[src/rtl/cam_capture.sv]
// cam_capture: captures a DVP-style 8-bit camera stream (pclk/href/vsync/data)
// into the system clock domain and emits RGB565 pixels with their column/row.
// All camera inputs are oversampled on clk, which must run at least 4x pclk.
// Optional line/frame length checking is built only when the macro
// CAM_CAPTURE_LINECHK_EN is defined; otherwise line_err is tied low.
module cam_capture #(
    parameter int H_PIXELS = 640,
    parameter int V_LINES  = 480
) (
    input  logic        clk,
    input  logic        res,
    input  logic        pclk,
    input  logic        href,
    input  logic        vsync,
    input  logic [7:0]  data,
    output logic [15:0] pix_data,
    output logic        pix_valid,
    output logic [9:0]  pix_x,
    output logic [8:0]  pix_y,
    output logic        frame_start,
    output logic        frame_end,
    output logic        busy,
    output logic        line_err
);

    typedef enum logic [1:0] {
        S_SYNC  = 2'd0,
        S_FRAME = 2'd1,
        S_LINE  = 2'd2
    } state_t;

    // Synchronizer chains: [0],[1] are the 2-flop synchronizer, [2] is history.
    // href is only ever sampled at a pclk event, so it needs no history flop.
    logic [2:0]      pclk_sh_reg;
    logic [2:0]      vsync_sh_reg;
    logic [1:0]      href_sh_reg;
    logic [1:0][7:0] data_sh_reg;

    logic pclk_evt;
    logic vsync_rise;
    logic vsync_fall;
    logic href_s;
    logic [7:0] data_s;

    state_t      state_reg, state_next;
    logic [9:0]  x_reg, x_next;
    logic [8:0]  y_reg, y_next;
    logic        phase_reg, phase_next;
    logic [7:0]  hi_reg, hi_next;
    logic        started_reg, started_next;

    // Stage registers between the FSM and the output registers.
    logic        st_valid_reg, st_valid_next;
    logic [15:0] st_data_reg, st_data_next;
    logic [9:0]  st_x_reg, st_x_next;
    logic [8:0]  st_y_reg, st_y_next;
    logic        st_fs_reg, st_fs_next;
    logic        st_fe_reg, st_fe_next;

`ifdef CAM_CAPTURE_LINECHK_EN
    localparam logic [31:0] H_CHK = 32'(H_PIXELS);
    localparam logic [31:0] V_CHK = 32'(V_LINES);
    logic err_reg, err_next;
`endif

    assign pclk_evt   = pclk_sh_reg[1] & ~pclk_sh_reg[2];
    assign vsync_rise = vsync_sh_reg[1] & ~vsync_sh_reg[2];
    assign vsync_fall = ~vsync_sh_reg[1] & vsync_sh_reg[2];
    assign href_s     = href_sh_reg[1];
    assign data_s     = data_sh_reg[1];
    assign busy       = (state_reg != S_SYNC);

    // Bring the camera signals into the clk domain; data tracks pclk stage for stage.
    always_ff @(posedge clk) begin
        if (res) begin
            pclk_sh_reg  <= '0;
            vsync_sh_reg <= '0;
            href_sh_reg  <= '0;
            data_sh_reg  <= '0;
        end else begin
            pclk_sh_reg  <= {pclk_sh_reg[1:0], pclk};
            vsync_sh_reg <= {vsync_sh_reg[1:0], vsync};
            href_sh_reg  <= {href_sh_reg[0], href};
            data_sh_reg  <= {data_sh_reg[0], data};
        end
    end

    // FSM state, line/pixel counters and the pixel stage register.
    always_ff @(posedge clk) begin
        if (res) begin
            state_reg    <= S_SYNC;
            x_reg        <= '0;
            y_reg        <= '0;
            phase_reg    <= 1'b0;
            hi_reg       <= '0;
            started_reg  <= 1'b0;
            st_valid_reg <= 1'b0;
            st_data_reg  <= '0;
            st_x_reg     <= '0;
            st_y_reg     <= '0;
            st_fs_reg    <= 1'b0;
            st_fe_reg    <= 1'b0;
`ifdef CAM_CAPTURE_LINECHK_EN
            err_reg      <= 1'b0;
`endif
        end else begin
            state_reg    <= state_next;
            x_reg        <= x_next;
            y_reg        <= y_next;
            phase_reg    <= phase_next;
            hi_reg       <= hi_next;
            started_reg  <= started_next;
            st_valid_reg <= st_valid_next;
            st_data_reg  <= st_data_next;
            st_x_reg     <= st_x_next;
            st_y_reg     <= st_y_next;
            st_fs_reg    <= st_fs_next;
            st_fe_reg    <= st_fe_next;
`ifdef CAM_CAPTURE_LINECHK_EN
            err_reg      <= err_next;
`endif
        end
    end

    // Next-state, byte pairing and frame/line bookkeeping.
    always_comb begin
        state_next    = state_reg;
        x_next        = x_reg;
        y_next        = y_reg;
        phase_next    = phase_reg;
        hi_next       = hi_reg;
        started_next  = started_reg;
        st_valid_next = 1'b0;
        st_data_next  = st_data_reg;
        st_x_next     = st_x_reg;
        st_y_next     = st_y_reg;
        st_fs_next    = 1'b0;
        st_fe_next    = 1'b0;
`ifdef CAM_CAPTURE_LINECHK_EN
        err_next      = err_reg;
`endif
        case (state_reg)
            S_SYNC: begin
                if (vsync_fall) begin
                    state_next   = S_FRAME;
                    y_next       = '0;
                    st_fs_next   = 1'b1;
                    started_next = 1'b1;
`ifdef CAM_CAPTURE_LINECHK_EN
                    err_next     = 1'b0;
`endif
                end
            end
            S_FRAME: begin
                if (vsync_rise) begin
                    state_next = S_SYNC;
                    st_fe_next = started_reg;
`ifdef CAM_CAPTURE_LINECHK_EN
                    if ({23'd0, y_reg} != V_CHK) err_next = 1'b1;
`endif
                end else if (pclk_evt && href_s) begin
                    // The event that opens the line already carries the phase-0
                    // byte, so it is latched here and the phase moves on to 1.
                    state_next = S_LINE;
                    x_next     = '0;
                    hi_next    = data_s;
                    phase_next = 1'b1;
                end
            end
            S_LINE: begin
                if (vsync_rise) begin
                    // Aborted line: partial pixel dropped, row count left as is.
                    state_next = S_SYNC;
                    st_fe_next = started_reg;
                    phase_next = 1'b0;
`ifdef CAM_CAPTURE_LINECHK_EN
                    if ({23'd0, y_reg} != V_CHK) err_next = 1'b1;
`endif
                end else if (pclk_evt) begin
                    if (href_s) begin
                        if (!phase_reg) begin
                            hi_next    = data_s;
                            phase_next = 1'b1;
                        end else begin
                            st_valid_next = 1'b1;
                            st_data_next  = {hi_reg, data_s};
                            st_x_next     = x_reg;
                            st_y_next     = y_reg;
                            phase_next    = 1'b0;
                            if (x_reg != 10'h3FF) x_next = x_reg + 10'd1;
                        end
                    end else begin
                        // End of line; an unpaired trailing byte is simply dropped.
                        state_next = S_FRAME;
                        phase_next = 1'b0;
                        if (y_reg != 9'h1FF) y_next = y_reg + 9'd1;
`ifdef CAM_CAPTURE_LINECHK_EN
                        if ({22'd0, x_reg} != H_CHK) err_next = 1'b1;
`endif
                    end
                end
            end
            default: state_next = S_SYNC;
        endcase
    end

    // Output register stage.
    always_ff @(posedge clk) begin
        if (res) begin
            pix_data    <= '0;
            pix_valid   <= 1'b0;
            pix_x       <= '0;
            pix_y       <= '0;
            frame_start <= 1'b0;
            frame_end   <= 1'b0;
`ifdef CAM_CAPTURE_LINECHK_EN
            line_err    <= 1'b0;
`endif
        end else begin
            pix_data    <= st_data_reg;
            pix_valid   <= st_valid_reg;
            pix_x       <= st_x_reg;
            pix_y       <= st_y_reg;
            frame_start <= st_fs_reg;
            frame_end   <= st_fe_reg;
`ifdef CAM_CAPTURE_LINECHK_EN
            line_err    <= err_reg;
`endif
        end
    end

`ifndef CAM_CAPTURE_LINECHK_EN
    assign line_err = 1'b0;
`endif

endmodule

[config.mk]
export PLATFORM = sky130hd
export DESIGN_NAME = cam_capture
export DESIGN_NICKNAME = d
export VERILOG_FILES = /design/src/rtl/cam_capture.sv
export SDC_FILE = /design/constraint.sdc
export NUM_CORES = 1
export LEC_CHECK = 0
export CAP_MARGIN = 40
export CORE_MARGIN = 4
export CORE_UTILIZATION = 49
export CTS_CLUSTER_DIAMETER = 100
export CTS_CLUSTER_SIZE = 10
export DETAILED_ROUTE_END_ITERATION = 8
export PLACE_DENSITY = 0.74
export RECOVER_POWER = 25
export REMOVE_ABC_BUFFERS = 1
export SYNTH_ARGS = -nofsm -noshare
export SYNTH_HDL_FRONTEND = slang
export SYNTH_SLANG_ARGS = --single-unit
[constraint.sdc]
create_clock -name clk -period 1.86 [get_ports clk]
set_clock_uncertainty 0.1 [all_clocks]
set_input_delay 0.279 -clock clk [delete_from_list [all_inputs] [get_ports clk]]
set_output_delay 0.279 -clock clk [all_outputs]
set_load 0.02 [all_outputs]
* Word level (Yosys, flattened, before mapping) *
Index checks and enable logic that the tools add are counted.
Widths: inputs -> output; s select.

storage, ports and cells
  register bits after elaboration = 131
  input bits = 13
  output and inout port bits = 40
  logic and storage cells = 108

operators by class
  $add $sub $neg = 2
  equality and inequality tests = 18
  mux-type cells = 37
  bitwise logic cells = 12
  reductions and logical operators = 16

operator list
  kind                   number
  $mux 10                7
  $mux 8                 6
  $mux 9                 5
  $ne 2x2->1 const B     11
  $pmux 10 s2            1
  $pmux 9 s2             1
  $pmux 8 s2             1
  $mux 2                 6
  $add 10x1->10 const B  1
  $ne 10x10->1 const B   1
  $add 9x1->9 const B    1
  $ne 3x3->1 const B     3
  $ne 9x9->1 const B     1
  $not 1->1              9
  $mux 1                 8
  $reduce_and 4->1       2
  $reduce_and 8->1       1
  $reduce_and 7->1       1
  $pmux 2 s3             1
  $reduce_and 6->1       1
  $reduce_bool 2->1      3
  $reduce_and 5->1       1
  $reduce_or 5->1        1
  $reduce_or 2->1        2
  other kinds (8)        10

* Longest topological paths before layout *
Gate-level depths: netlist of the first run.

  depth after elaboration = 7
  mapped depth = 9
  depth with buffers taken out = 8

* Least setup slack after synthesis of the first run *
OpenSTA, ideal clock, no wires.

  path type = reg2reg
  start = register y_reg[0]
  end = register y_reg[5]
  setup time = 0.070 ns
  arrival = 1.874 ns
  slack = -0.184 ns
  cell stages (with the launch flop) = 9
  period minus slack after synthesis = 2.044 ns
  cell sequence = dfxtp_1 -> ha_1 -> nand3_1 -> nor2_1 -> ha_1 -> nor4_4 -> a21oi_2 -> or4_1 -> a21oi_1

on the way
  longest elaborated chain between the ends = 6

RTL lines
  element                 line  source
  from (decl)             47    logic [8:0] y_reg, y_next;
  from (signal assigned)  109   y_reg <= y_next;
  $add 9x1->9             196   if (y_reg != 9'h1FF) y_next = y_reg + 9'd1;
  $mux 9                  196
  $mux 9                  180   if (href_s) begin
  $mux 9                  179   end else if (pclk_evt) begin
  $mux 9                  171   if (vsync_rise) begin
  $pmux 9 s2              142   case (state_reg)

Parallel ways exist; a longest one is shown, timed or not. The select of a mux whose other input is x is not followed.
A chain may end at the register's enable or synchronous reset.

* Worst setup path in the final report of the first run *
  start = register y_reg[1]
  end = register y_reg[0]

on the way
  longest elaborated chain between the ends = 3

RTL lines
  element                     line
  $ne 9x9->1                  196
  $ne 2x2->1 (no line)        --
  $reduce_and 6->1 (no line)  --

No other way between the ends.

==> out/qor.csv, run 1 <==
stage,metric,value,unit
outcome,status,"finished, violations left",
clock_tree,Clock Latency Late Sink,0.52,ns
timing,Tcrit/Tclk final,115,%
synthesis,dominant combinational cell family by area after synthesis,simple AND/OR/NAND/NOR gates,
finish,Layout Cell Area excl Fill,0.00617,mm^2
clock_tree,deepest clock path buffer count,2,
synthesis,"EDFF count, synth",0,
run,MaxCap Viol Count,0,
power_and_ir_drop,switching power total,1.75,mW
critical_path,CP Launch Type,flop,
timing,max_slew headroom,26.3,%
floorplan,I/O Pins,53,
routing,met3 wire len,535,um
finish,share of layout cells above drive strength 1,24.4,%
critical_path,critical path endpoint category,flop,
place,gpl congestion,0.878,
power_and_ir_drop,P_leak,2.51,nW
synthesis,Yosys cell types,49,
routing,DR vias,3363,
hold_path,Hold WC Path Type,in -> reg,
timing,setup_tns,-1.72,ns
place,Placed Area,0.00527,mm^2
floorplan,Horiz. Die Dim,102,um
global_route,antenna violations before repair,0,
global_route,GRT overflow,0,
synthesis,post-synthesis compound-gate area fraction,13.9,%
timing,Max Slew Vio Count,0,
power_and_ir_drop,internal power,5.19,mW
finish,most frequent cells in the layout,"127 x dfxtp_1, 62 x nor2b_1, 46 x buf_4, 38 x clkdlybuf4s50_1, 35 x o22a_1",
timing,"Min Clock Period, post-route",2.14,ns
finish,"commonest non-fill, non-tap cell in the layout",dfxtp_1,
global_route,vias in the first global route,3308,
routing,drt initial violations,198,
synthesis,Cells after Synth,405,
timing,final hold vios,0,
routing,final WL,10300,um
clock_tree,CTS Buf Count,17,
power_and_ir_drop,Clk pwr share,48.2,%
global_route,first-pass GRT wire length,15700,um
finish,post-route insts no fill,628,
clock_tree,CTS H-Tree Depth,4,
outcome,failing checks,setup timing,
power_and_ir_drop,worst vdd ir,0.889,mV
routing,Post-DRT Antenna Nets,0,
power_and_ir_drop,Gate power share,10.5,%
clock_tree,"Reg clk slew, reported paths",0.06,ns
floorplan,FP Rows,34,
place,IO buf count,51,
synthesis,cell accounting for the most synthesized area,dfxtp_1,
critical_path,CP Max Fanout,4,
routing,DRT met1 WL,4120,um
synthesis,xor and xnor area share after synthesis,0.201,%
routing,Via density,5.36,
power_and_ir_drop,Sw Share,25.2,%
finish,final core utilization,71.1,%
synthesis,"FF+latch count, synth",131,
global_route,Global Route Usage Sum,19.3,%
synthesis,area share of the largest cell type after synthesis,60.1,%
routing,met2 WL,5440,um
finish,NumNets Final,527,
place,DPL Wire Length,5820,um
synthesis,post-synthesis mux area share,2.07,%
synthesis,register area share after synthesis,60.1,%
floorplan,full die area,0.0105,mm^2
synthesis,Synth Area in Adders,2.24,%
synthesis,simple-gate portion of the synthesized area,18.6,%
synthesis,Post-Syn Area,0.00436,mm^2
routing,Routed WL per cell,16.4,um
global_route,largest net degree at the start of global routing,27,
finish,diodes inserted,0,
floorplan,Core ar.,0.00868,mm^2
timing,f_max,467,MHz
synthesis,post-synthesis area per instance,10.8,um^2
critical_path,WP data required,2.21,ns
synthesis,synth top area cells,"dfxtp_1 60%, nor2b_1 9.0%, o22a_1 7.0%",
routing,drt first pass iters,7,
routing,DRC Markers,0,
synthesis,Synth async-reset ratio,0,%
clock_tree,Num Clock Sinks,131,
clock_tree,TritonCTS clock tree,built,
timing,fin worst setup slack,-0.282,ns
finish,Syn-to-layout area delta,41.5,%
critical_path,Worst EP arrival,2.49,ns
timing,RSZ-0062 raised after global routing,true,
routing,uppermost routed layer,met4,
floorplan,initial core utilization,50.3,%
critical_path,Crit Path Class,reg -> reg,
floorplan,height of the die,102,um
synthesis,Synth Flop Type,dfxtp_1,
power_and_ir_drop,pwr dens,1120,mW/mm^2
synthesis,synth warn,0,
place,Placed Cells,587,
clock_tree,CTS Hold Bufs,0,
power_and_ir_drop,share of power burned in registers,41.4,%
timing,final-report setup violation count,10,
timing,worst slew pin tran,1.11,ns
clock_tree,clock root buffer,clkbuf_8,
## layout make-up
| type | count | area, um^2 |
|---|---|---|
| clock inverter | 15 | 184 |
| inverter | 9 | 36.3 |
| clock buffer | 17 | 414 |
| tap | 108 | 135 |
| timing repair buffer | 103 | 945 |
| sequential | 131 | 2630 |
| multi-input combinational | 245 | 1830 |
| fill | 587 | 2500 |
## Yosys cell counts (2+ instances only)
cell / instances
buf_2: 4
or3_1: 6
or4_1: 3
nand2_1: 14
clkbuf_1: 14
a21oi_1: 20
inv_1: 8
nor3_1: 2
dfxtp_1: 131
nand4_1: 5
ha_1: 7
nor2_1: 25
nor2b_1: 63
a311oi_1: 3
o21ai_0: 8
nand3b_1: 2
or2_2: 2
mux2i_1: 9
o22a_1: 35
nand2b_1: 2
and3_1: 2
o31ai_1: 3
a21o_1: 2
buf_1: 2
nand3_1: 9
## stage by stage
| stage | power, mW | hold WS, ns | setup slack, ns |
|---|---|---|---|
| global placement | 3.37 | 0.315 | -0.221 |
| detailed placement | 3.39 | 0.325 | -0.300 |
| CTS | 6.74 | 0.129 | -0.192 |
| floorplan | 3.14 | 0.246 | -1.69 |
| finish | 6.94 | 0.148 | -0.282 |
| global route | 7.16 | 0.144 | -0.348 |
## what timing repair did
action | in CTS | in global routing
resized for setup | 16 | 54
buffers inserted | 3 | 7
gates cloned | 1 | 0
setup endpoints to repair | 21 | 56
pin swaps | 10 | 18
## worst paths after layout
kind / cells past startpoint / endpoint / slack (ns) / startpoint
setup / recovery: 9 / y_reg[0] / -0.28 / y_reg[1]
hold reg to reg: 1 / vsync_sh_reg[1] / 0.33 / vsync_sh_reg[0]
setup reg to reg: 9 / y_reg[0] / -0.28 / y_reg[1]
hold / removal: 3 / y_reg[0] / 0.15 / res
## cells by family (layout without fill, tap and decap cells)
| logic type | after synthesis | after routing |
|---|---|---|
| simple gates | 142 | 142 |
| flops | 131 | 131 |
| compound gates | 83 | 84 |
| buf+inv | 30 | 144 |
| mux | 9 | 9 |
| fa+ha+maj | 8 | 8 |
| other cells | 1 | 1 |
| xor+xnor | 1 | 1 |
## routing by layer
metal  global-route usage, %  vias to the layer above
met4                    5.55                        0
met5                       0                        -
met1                    22.8                     1627
li1                        -                     1616
met2                    33.8                      101
met3                    5.94                       19
## power by group through the flow
stage               Sequential, mW  Combinational (mW)  Clock, mW
global route                  2.87               0.769       3.52
floorplan                     2.92               0.214          0
detailed placement            2.92               0.465          0
finish                        2.87               0.727       3.34
CTS                           2.86               0.500       3.38
global placement              2.92               0.453          0
## critical path, stage by stage, from the launching register on
cell and delay [ns]:
dfxtp_2 0.34, ha_4 0.17, nand3_4 0.09, nor2_4 0.04, ha_4 0.17, nor4_4 0.37
buf_4 0.20, a21oi_4 0.07, or3_4 0.39, a21oi_2 0.13
Note: power is estimated with default switching activity, not from simulation.
==> run 2, diff against run 1 <==
CORE_UTILIZATION = 40   (was 49)
PLACE_DENSITY = unset   (was 0.74)
==> run 2 against run 1 <==
  * Via count down 4.5%
  * Fmax up 4.1%
  * The flow still finishes with violations (setup timing)
  * Worst setup slack better by 0.084 ns
==> out/qor.csv, run 2 (synthesized netlist as in run 1, its figures left out) <==
stage,metric,value,unit,change
place,Placed Area,0.00538,mm^2,+2.0%
timing,final-report setup violation count,9,,-1
power_and_ir_drop,Gate power share,8.1,%,-2.4 points
clock_tree,"Reg clk slew, reported paths",0.06,ns,about the same
finish,final core utilization,58.8,%,-12 points
timing,f_max,486,MHz,+4.1%
finish,NumNets Final,529,,+0.38%
critical_path,R2R Setup Slk,-0.20,ns,+0.08 ns
power_and_ir_drop,pwr dens,1130,mW/mm^2,+0.25%
clock_tree,deepest clock path buffer count,2,,unchanged
finish,post-route insts no fill,658,,+4.8%
critical_path,WP data required,2.21,ns,about the same
global_route,largest net degree at the start of global routing,35,,+30%
finish,Syn-to-layout area delta,40.9,%,
critical_path,Reg-to-Reg Start,y_reg[1],,
critical_path,start point of the critical path,y_reg[1],,
power_and_ir_drop,internal power,5.44,mW,+4.8%
power_and_ir_drop,switching power total,1.48,mW,-15%
routing,DRC Markers,0,,unchanged
clock_tree,clock root buffer,clkbuf_8,,
critical_path,CP Max Fanout,8,,+4
clock_tree,CTS H-Tree Depth,4,,unchanged
finish,diodes inserted,0,,unchanged
finish,FF+latch area,0.00263,mm^2,about the same
power_and_ir_drop,Clk pwr share,50.6,%,+2.4 points
place,Placed Cells,621,,+5.8%
floorplan,Core ar.,0.0105,mm^2,+21%
place,pre-CTS setup slack,-0.302,ns,-0.00233 ns
finish,share of layout cells above drive strength 1,22.4,%,-2.0 points
finish,Layout Cell Area excl Fill,0.00615,mm^2,-0.43%
routing,DR vias,3210,,-4.5%
floorplan,Horiz. Die Dim,112,um,+9.8%
routing,final WL,8900,um,-14%
timing,RSZ-0062 raised after global routing,true,,
power_and_ir_drop,Tot Pwr,6.93,mW,-0.17%
timing,fin worst setup slack,-0.198,ns,+0.0836 ns
critical_path,Worst EP arrival,2.40,ns,-0.09 ns
timing,Tcrit/Tclk final,111,%,-4.5 points
global_route,Global Route Usage Sum,14.9,%,-4.4 points
place,IO buf count,51,,unchanged
outcome,status,"finished, violations left",,
place,DPL Wire Length,5810,um,-0.21%
hold_path,Hold WC Path Type,in -> reg,,
finish,fillers,881,,+50%
critical_path,Crit Path Class,reg -> reg,,
clock_tree,Num Clock Sinks,131,,unchanged
timing,Final Hold Slack,0.110,ns,-0.0386 ns
timing,"Min Clock Period, post-route",2.06,ns,-0.0836 ns
routing,Routed WL per cell,13.5,um,-18%
timing,setup_tns,-1.19,ns,+0.527 ns
clock_tree,TritonCTS clock tree,built,,
routing,drt first pass iters,4,,-3
routing,drt initial violations,192,,-3.0%
global_route,vias in the first global route,3283,,-0.76%
global_route,first-pass GRT wire length,15200,um,-3.1%
global_route,antenna violations before repair,0,,unchanged
hold_path,hold path startpoint,res,,
power_and_ir_drop,share of power burned in registers,41.4,%,about the same
finish,"commonest non-fill, non-tap cell in the layout",dfxtp_1,,
floorplan,full die area,0.0126,mm^2,+21%
clock_tree,CTS Hold Bufs,0,,unchanged
clock_tree,Clock Latency Late Sink,0.50,ns,-0.02 ns
routing,Via density,4.88,,-8.9%
global_route,GRT overflow,0,,unchanged
power_and_ir_drop,P_leak,2.58,nW,+3.1%
power_and_ir_drop,Sw Share,21.4,%,-3.8 points
critical_path,CP Launch Type,flop,,
floorplan,FP Rows,37,,+8.8%
run,MaxCap Viol Count,0,,unchanged
place,gpl congestion,0.781,,-11%
timing,final hold vios,0,,unchanged
floorplan,I/O Pins,53,,unchanged
power_and_ir_drop,worst vdd ir,0.512,mV,-42%
finish,most frequent cells in the layout,"127 x dfxtp_1, 62 x nor2b_1, 48 x buf_4, 36 x clkdlybuf4s50_1, 35 x o22a_1",,
outcome,failing checks,setup timing,,
timing,max_slew headroom,41.9,%,+16 points
floorplan,initial core utilization,41.7,%,-8.6 points
finish,area occupied by multi-input gates,0.00171,mm^2,-6.4%
timing,worst slew pin tran,0.872,ns,-0.234 ns
routing,Post-DRT Antenna Nets,0,,unchanged
timing,Max Slew Vio Count,0,,unchanged
floorplan,height of the die,112,um,+9.8%
clock_tree,CTS Buf Count,17,,unchanged
critical_path,critical path endpoint category,flop,,
-- run 2: worst paths after layout --
check / end / cells after the start
worst max-delay path: y_reg[5] / 8
worst min-delay path: pclk_sh_reg[2] / 2
worst max register to register: y_reg[5] / 8
worst min register to register: pix_valid / 1
-- run 2: repair_timing --
item                       CTS  global route
pin swaps                   11             7
setup buffers                3             2
resized for setup           18            31
setup endpoints to repair   26            59
-- run 2: cell type report --
| cell class | count | area share [%] |
|---|---|---|
| clock buffers | 22 | 7.53 |
| well taps | 136 | 2.77 |
| clock inverters | 10 | 2.77 |
| inverters | 9 | 0.550 |
| multi-input cells | 244 | 27.8 |
| flip-flops and latches | 131 | 42.7 |
| repair buffers | 106 | 15.8 |
-- run 2: power by group through the flow --
stage | registers (mW) | logic (mW) | clock network (mW)
after floorplan | 2.92 | 0.214 | 0
after global placement | 2.92 | 0.508 | 0
after detailed placement | 2.92 | 0.510 | 0
after CTS | 2.86 | 0.536 | 3.57
after global routing | 2.87 | 0.617 | 3.71
final | 2.86 | 0.558 | 3.50
-- run 2: metal layers --
| metal | wire, um | up-vias | global-route usage (%) |
|---|---|---|---|
| met5 | 0 | - | 0 |
| met4 | 81 | 0 | 5.05 |
| met3 | 283 | 7 | 5.39 |
| met2 | 4390 | 51 | 24.8 |
| met1 | 4140 | 1523 | 17.9 |
| li1 | - | 1629 | - |
-- run 2: critical path, stage by stage, from the launching register on --
cell	delay, ns
dfxtp_2	0.34
ha_4	0.16
nand3_2	0.06
nor2_1	0.04
ha_2	0.19
nor4_4	0.33
a21oi_4	0.14
or4_4	0.49
a21oi_2	0.14
==> RTL change: new RTL, settings of run 2 <==
Register the output `pix_data` once more, without a reset; this adds one clock of latency there. The other outputs are not delayed to match.
--- a/src/rtl/cam_capture.sv
+++ b/src/rtl/cam_capture.sv
@@ -29,6 +29,8 @@
         S_LINE  = 2'd2
     } state_t;
 
+    logic [15:0] pix_data_s0;
+
     // Synchronizer chains: [0],[1] are the 2-flop synchronizer, [2] is history.
     // href is only ever sampled at a pclk event, so it needs no history flop.
     logic [2:0]      pclk_sh_reg;
@@ -207,7 +209,7 @@
     // Output register stage.
     always_ff @(posedge clk) begin
         if (res) begin
-            pix_data    <= '0;
+            pix_data_s0 <= '0;
             pix_valid   <= 1'b0;
             pix_x       <= '0;
             pix_y       <= '0;
@@ -217,7 +219,7 @@
             line_err    <= 1'b0;
 `endif
         end else begin
-            pix_data    <= st_data_reg;
+            pix_data_s0 <= st_data_reg;
             pix_valid   <= st_valid_reg;
             pix_x       <= st_x_reg;
             pix_y       <= st_y_reg;
@@ -233,5 +235,9 @@
     assign line_err = 1'b0;
 `endif
 
+    always_ff @(posedge clk) begin
+        pix_data <= pix_data_s0;
+    end
+
 endmodule
 
Check against the original RTL: not equivalent (Yosys sat finds a counterexample within 10 cycles, from zero or initial values).
==> RTL change against run 2 <==
The flow still finishes with violations (negative setup slack). Sequential cell count up 16. Sequential power grew 12%. Worst hold slack better by 0.11 ns. Total power up 0.79%. Setup slack improved by 0.030 ns. Non-clock buffer count is 2 lower. Routed wire length up 8.3%. Combinational power fell by 24%. Largest cell class unchanged. Count of clock-buffer cells in the layout fell by 4. Synthesized area grew 11%. Critical path depth grew 2. Design area up 9.1%.
==> RTL change: results (changes against run 2) <==
Timing
  • Hold Slack: 0.223 ns (was 0.110 ns)
  • Min setup slack post-route: -0.168 ns (was -0.198 ns)
  • Final setup violation count: 9 (unchanged)
  • Worst rel slew slack: 51.7% (was 41.9%)
  • Max Fclk: 493 MHz (was 486 MHz)

Route
  • Routed len/inst: 12.8 um (was 13.5 um)
  • Total Wirelength: 9.63 mm (was 8.90 mm)

Global route
  • Vias in the first global route: 3463 (was 3283)
  • Pin count of the biggest net entering global routing: 50 (was 35)

Min path
  • Hold WC Path Type: reg -> reg (was in -> reg)
  • Worst hold start: pix_data_s0[1]$_SDFF_PP0_ (was res)

Placement
  • DP HPWL: 5.90 mm (was 5.81 mm)
  • Dpl cells: 707 (was 621)
  • Setup WS pre-CTS: -0.276 ns (was -0.302 ns)

Critical path
  • FF-to-FF path depth: 10 (was 8)
  • Critical Path Fanout Max: 6 (was 8)
  • CP top delay family: compound AO/OA/AOI/OAI gates (was simple AND/OR/NAND/NOR gates)
  • Critical-path top delay cell: dfxtp_2 (was or4_4)
  • Capture point of the worst path: y_reg[4]$_SDFFE_PP0P_ (was y_reg[5]$_SDFFE_PP0P_)
  • Worst Path Arrival: 2.23 ns (was 2.40 ns)

Synthesis
  • Compound-Gate Fraction of Synth Area: 9.36% (was 13.9%)
  • Post-synthesis xor/xnor area fraction: 0.181% (was 0.201%)
  • Adder-Cell Fraction of Synth Area: 2.02% (was 2.24%)
  • Seq/Total Area, Yosys: 60.8% (was 60.1%)

Layout
  • Net count reported at finish: 615 (was 529)
  • Fill cells: 1024 (was 881)

Run status
  • Failing checks: negative setup slack (unchanged)
  • Status: complete, but fails checks (unchanged)

Power
  • Sequential share of power: 45.9% (was 41.4%)
  • Seq group: 3.20 mW (was 2.86 mW)

Clock network
  • Worst skew pair latency: 0.42 ns (was 0.50 ns)
  • Clk root buf: clkbuf_16 (was clkbuf_8)
## RTL change: layer usage
metal | track usage [%] | routed length, um | share of wire, %
met1 | 15.7 | 4280 | 44
met3 | 4.66 | 279 | 2.9
met2 | 23.9 | 4880 | 51
met5 | 0 | 0 | 0
met4 | 7.99 | 191 | 2.0
## RTL change: area by class of cell
class	instances	area share, %
clock buffers	18	6.55
clock inverters	14	2.28
inverters	12	0.709
multi-input cells	313	29.9
flip-flops and latches	147	44.0
well taps	143	2.67
repair buffers	104	13.9
## RTL change: logic make-up (layout without fill, tap and decap cells)
kind of cell | count (synthesis) | in the layout
simple gates | 211 | 211
compound gates | 81 | 82
xor+xnor | 1 | 1
flops | 147 | 147
other cells | 1 | 1
buf+inv | 40 | 148
mux | 10 | 10
fa+ha+maj | 8 | 8
## RTL change: repair_timing
item | 4_1_cts | 5_1_grt
endpoints found under the setup margin | 30 | 29
buffers inserted | 6 | 4
hold buffers | 0 | 0
gates cloned | 2 | 0
gates resized for setup | 31 | 47
pin swaps | 14 | 13
